File: src/rtl/pc_branch_ctrl.sv
// rtl/pc_branch_ctrl.sv - program counter, flag register and conditional branch control
// Single RUN/HALT FSM; pc, flags and the taken/flush pulse are all registered.
module pc_branch_ctrl (
  input  logic        clk,
  input  logic        rst,
  input  logic        stall,
  input  logic        halt_in,
  input  logic        br_valid,
  input  logic        br_reg_mode,
  input  logic [2:0]  br_cond,
  input  logic [15:0] br_target,
  input  logic [15:0] br_reg,
  input  logic [2:0]  flag_wr,
  input  logic [2:0]  flag_in,
  output logic [15:0] pc,
  output logic [15:0] pc_plus2,
  output logic [2:0]  flags,
  output logic        taken,
  output logic        flush,
  output logic        halted
);

  typedef enum logic {
    RUN  = 1'b0,
    HALT = 1'b1
  } state_t;

  state_t      state;
  logic        flag_z;
  logic        flag_v;
  logic        flag_n;
  logic        cond_true;
  logic        take;
  logic [15:0] br_dest;

  assign pc_plus2 = pc + 16'd2;
  assign flag_z   = flags[2];
  assign flag_v   = flags[1];
  assign flag_n   = flags[0];

  // Conditions look only at the registered flags, never at this cycle's flag_in.
  always_comb begin
    cond_true = 1'b0;
    case (br_cond)
      3'b000: cond_true = !flag_z;
      3'b001: cond_true = flag_z;
      3'b010: cond_true = !flag_z && !flag_n;
      3'b011: cond_true = flag_n;
      3'b100: cond_true = flag_z || !flag_n;
      3'b101: cond_true = flag_z || flag_n;
      3'b110: cond_true = flag_v;
      default: cond_true = 1'b1;
    endcase
  end

  assign take    = br_valid && cond_true && (state == RUN) && !stall && !halt_in;
  assign br_dest = (br_reg_mode ? br_reg : br_target) & 16'hFFFE;

  always_ff @(posedge clk) begin
    if (rst) begin
      state  <= RUN;
      pc     <= 16'h0000;
      flags  <= 3'b000;
      taken  <= 1'b0;
      flush  <= 1'b0;
      halted <= 1'b0;
    end else if (stall || state == HALT) begin
      taken <= 1'b0;
      flush <= 1'b0;
    end else begin
      flags <= (flags & ~flag_wr) | (flag_in & flag_wr);
      if (halt_in) begin
        // pc stays on the HLT address; a coincident branch is dropped
        state  <= HALT;
        halted <= 1'b1;
        taken  <= 1'b0;
        flush  <= 1'b0;
      end else if (take) begin
        pc    <= br_dest;
        taken <= 1'b1;
        flush <= 1'b1;
      end else begin
        pc    <= pc_plus2;
        taken <= 1'b0;
        flush <= 1'b0;
      end
    end
  end

endmodule

File: config.mk
export PLATFORM = sky130hd
export DESIGN_NAME = pc_branch_ctrl
export DESIGN_NICKNAME = d
export VERILOG_FILES = /design/src/rtl/pc_branch_ctrl.sv
export SDC_FILE = /design/constraint.sdc
export NUM_CORES = 1
export LEC_CHECK = 0
export ABC_AREA = 1
export BUFFER_PORTS_ARGS = -buffer_cell sky130_fd_sc_hd__buf_4
export CAP_MARGIN = 20
export CELL_PAD_IN_SITES_DETAIL_PLACEMENT = 0
export CELL_PAD_IN_SITES_GLOBAL_PLACEMENT = 2
export CORE_AREA = 2 2 75 112
export CTS_BUF_LIST = sky130_fd_sc_hd__clkbuf_8 sky130_fd_sc_hd__clkbuf_16
export DETAILED_ROUTE_END_ITERATION = 7
export DIE_AREA = 0 0 77 114
export GPL_TIMING_DRIVEN = 0
export PLACE_DENSITY_LB_ADDON = 0.12
export SLEW_MARGIN = 30
export SYNTH_ARGS = -nofsm -noshare
export SYNTH_HDL_FRONTEND = slang
export SYNTH_SLANG_ARGS = --single-unit
File: constraint.sdc
create_clock -name clk -period 1.7 [get_ports clk]
set_input_delay 0.085 -clock clk [delete_from_list [all_inputs] [get_ports clk]]
set_output_delay 0.085 -clock clk [all_outputs]
set_load 0.01 [all_outputs]
# Word level (Yosys, flattened, before mapping)
# Index checks and enable logic that the tools add are counted.
# totals
ff_bits	21
in_bits	47
out_inout_bits	38
elab_cells	38
# classes
n_addsub	1
n_eq_ne	6
mux	4
bitwise_logic	7
reduce_logical	16
# ops
operator	count
16-bit 2-to-1 mux	2
16-bit by 2-bit adder with 16-bit output, second input constant	1
3-bit == test, second input constant	3
1-bit case mux with 7 select lines	1
3-bit bitwise AND	2
3-bit by 2-bit == test with 1-bit output, second input constant	2
1-bit logical AND	5
1-bit logical NOT	4
2-bit AND reduction	2
3-bit by 1-bit == test with 1-bit output, second input constant	1
3-bit logical NOT	1
1-bit logical OR	3
1-bit NOT	3
3-bit NOT	1
3-bit bitwise OR	1
3-bit OR reduction	1
1-bit 2-to-1 mux	1

# Depth between registers and ports, before layout
# logic_depth
word_depth	8
mapped_depth	12
mapped_depth_nobuf	11

# Worst setup path before layout
# OpenSTA, ideal clock, no wires.
# synth_timing
path_kind	register -> register
from	register pc[2]
to	register pc[15]
setup_time_ns	0.109
arrival_ns	1.360
required_time_ns	1.591
slack_ns	0.231
path_stages_with_launch	11
path_buffers	0
period_less_slack_ns	1.469
path_cell_list	dfxtp_1 ha_1 nand2_1 nor2_2 nand3_1 nand2_1 nand2_1 nand2_2 nand3_2 nand2_1 inv_1
# synth_via
elab_chain_len	2
# synth_rtl
item	line	text
start: declaration	15	output logic [15:0] pc,
start signal: assignment	79	pc <= br_dest;
start signal: assignment	83	pc <= pc_plus2;
16-bit by 2-bit adder with 16-bit output	36	assign pc_plus2 = pc + 16'd2;
via pc_plus2[15]	16	output logic [15:0] pc_plus2,
16-bit 2-to-1 mux	78	end else if (take) begin
# The timed path passes the listed nets, and every way through them passes these cells.
# A chain may end at the register's enable or synchronous reset.

# Worst setup path after layout
# layout_timing
from	register pc[3]
to	output port pc_plus2[6]
# layout_via
elab_chain_len	1
# layout_rtl
item	line
16-bit by 2-bit adder with 16-bit output	36
end: declaration	16
# No other way between the ends.

==> results_dict.tcl <==
set metrics [dict create \
    grt_pass1_wl_um 9180 \
    ant_nets 0 \
    drive_gt1_share_pct 45.6 \
    core-area_um2 7910 \
    clkTransAtPathRegs_ps 60 \
    cts_buffers 3 \
    wl_um 5820 \
    antenna_found_initial 0 \
    ys_top_cells_by_area "dfxtp_1, nand2_1, mux2_2" \
    drc 0 \
    syn_area_per_cell_um2 6.85 \
    fin_skew_ps 3.98 \
    clockPowerShare_pct 35.6 \
    dr.first_iter.drc_count 21 \
    dr.pass1.iters 4 \
    synth_top_area_share_pct 22.8 \
    ioPinCount 85 \
    critPathSlowestCell "dfxtp_1" \
    n_antenna_cell 0 \
    finalSetupViolations 0 \
    wl_per_cell_um 13.0 \
    slew_headroom_pct 59.9 \
    max_clock_freq_mhz 613 \
    die_x_um 77 \
    p_leak_nw 1.28 \
    die_y_um 114 \
    power_frac_comb_pct 30.0 \
    drv_cap 0 \
    power_density_nw_per_um2 603 \
    overflow 0 \
    p_int_mw 1.10 \
    area_delta_synth_final_pct 48.9 \
    end_kind "output pin" \
    grt_pass1_vias 1864 \
    fin_crit_ps 1630 \
    cts_tree "yes" \
    hold_viol 0 \
    start_kind "register" \
    yosysSeqAreaShare_pct 22.8 \
    hold_class "in2reg" \
    grt_setup_unrepaired "true" \
    num_rows 40 \
    port_buffers 78 \
    syn_area_um2 1750 \
    grt_use_total_pct 13.5 \
    final_core_util_pct 33.0 \
    via_count 1881 \
    worst_pin_slew_ps 601 \
    gp_congestion 0.747 \
    switching_share_pct 30.0 \
    p_sw_mw 0.473 \
    crit_chain "nand3_1 -> nor2_2 -> xor2_1 -> buf_4" \
    path_max_fanout 5 \
    critPathKind "reg2out" \
    period_share_pct 95.9 \
    final-max-slew-violation-count 0 \
    place_hpwl_um 4620 \
    dp.cells 440 \
    cp.required_ps 1620 \
    finalNonFillerCells 447 \
    ir_worst_vdd_v 0.000297 \
    hold_buffers 0 \
    worstPathArrival_ps 1550 \
    clk_latency_ps 260 \
    ys_seq_elements 20 \
    start_util_pct 22.2 \
    num-fill-cells 936 \
    htree_levels 1 \
    syn_inst 256 \
    slowest_delay_ps 430 \
    yosysUniqueCellTypes 25 \
    layout.nets 391 \
    power_frac_seq_pct 34.4 \
    synth_top_area_cell "dfxtp_1" \
    clk_path_buf_depth 2 \
    grt_max_degree 12 \
    routed_via_density 4.21 \
    holdWs_ps 88.9 \
    r2r_setup_slack_ps 250 \
    status "finished, final reports clean" \
    clock-sinks 20 \
    root_buffer "clkbuf_16" \
    fp.dieArea_um2 8780 \
    ys.warnings.count 0 \
]
-- per-layer routing --
layer / track usage (%) / up-vias / part of all wire, %
met5: 0 / - / 0
met4: 4.29 / 0 / 2.0
met2: 27.0 / 51 / 56
met1: 13.9 / 844 / 38
li1: - / 979 / -
met3: 2.61 / 7 / 4.8
-- layout by cell type, fill, tap and decap left out, drive strengths merged --
cell     n
ha       1
xor2     7
a211oi   2
nand2   71
conb     2
dfxtp   20
clkbuf   7
nor2    32
buf     90
nand4    6
mux2    15
clkinv   1
a21oi   12
nand3   40
inv     36
-- synth_stat cells --
cell type,number
nand2_1,56
inv_1,33
nand3_1,31
nor2_1,23
dfxtp_1,20
mux2_2,15
a21oi_1,12
nand2_2,12
nand3_2,9
nand4_1,6
buf_4,5
nor2_2,4
xor2_1,4
buf_2,3
clkbuf_1,3
inv_2,3
nand2_4,3
nor2_4,3
xor2_2,3
a211oi_1,2
nor2_8,2
buf_12,1
clkinv_1,1
conb_1,1
ha_1,1
-- kinds of logic (layout without fill, tap and decap cells) --
kind of cell | after synthesis | after routing | share of synthesized area (%)
AO/OA/AOI/OAI | 14 | 14 | 4.28
XOR/XNOR | 7 | 7 | 4.78
adder cells (fa/ha/maj) | 1 | 1 | 0.713
buffers and inverters | 49 | 134 | 12.7
flip-flops | 20 | 20 | 22.8
multiplexers | 15 | 15 | 9.63
other | 1 | 2 | 0.214
AND/OR/NAND/NOR | 149 | 149 | 44.9
-- final cells by class --
type                            count  area [µm²]  share of cell area (%)
Timing Repair Buffer               81         608                    23.3
Multi-Input combinational cell    188        1150                    44.2
Clock buffer                        4        88.8                    3.40
Inverter                           37         139                    5.32
Tap cell                          105         131                    5.03
Sequential cell                    20         407                    15.6
Buffer                             12        83.8                    3.21
-- what timing repair did --
| item | 4_1_cts | 5_1_grt |
|---|---|---|
| gates resized for setup | 3 | 7 |
| pin swaps | 2 | 1 |
| endpoints found under the setup margin | 2 | 7 |
| setup buffers | 3 | 0 |
-- final timing paths --
check / start / endpoint / cells past startpoint
worst max-delay path: pc[3] / pc_plus2[6] / 4
worst min-delay path: stall / state / 4
worst max register to register: pc[1] / pc[11] / 11
worst min register to register: flags[1] / flags[1] / 2
-- state kept, by name, summed over array words and instances, names as in the netlist --
name   cells
state      1
flush      1
pc        15
flags      3
-- critical path: cells and delay by family (launching register included) --
kind,cells,cell delay (ps)
XOR/XNOR,1,280
buffers and inverters,1,180
flip-flops,1,430
AND/OR/NAND/NOR,2,400
-- power by group through the flow --
stage / Combinational, mW / Clock [mW] / Sequential (mW)
after floorplan: 0.252 / 0 / 0.554
after global placement: 0.479 / 0 / 0.551
after detailed placement: 0.480 / 0 / 0.550
after CTS: 0.482 / 0.584 / 0.540
after global routing: 0.527 / 0.607 / 0.547
final: 0.473 / 0.561 / 0.542
-- metrics by stage --
step	power (mW)	instance area (µm²)	setup WS, ps	setup TNS, ps
final	1.58	2610	69.8	0
after global routing	1.68	2610	-38.9	-38.9
after CTS	1.61	2590	7.84	0
after detailed placement	1.03	2470	141	0
after global placement	1.03	2470	138	0
after floorplan	0.806	1760	231	0
Power figures use the tool's default switching activity.
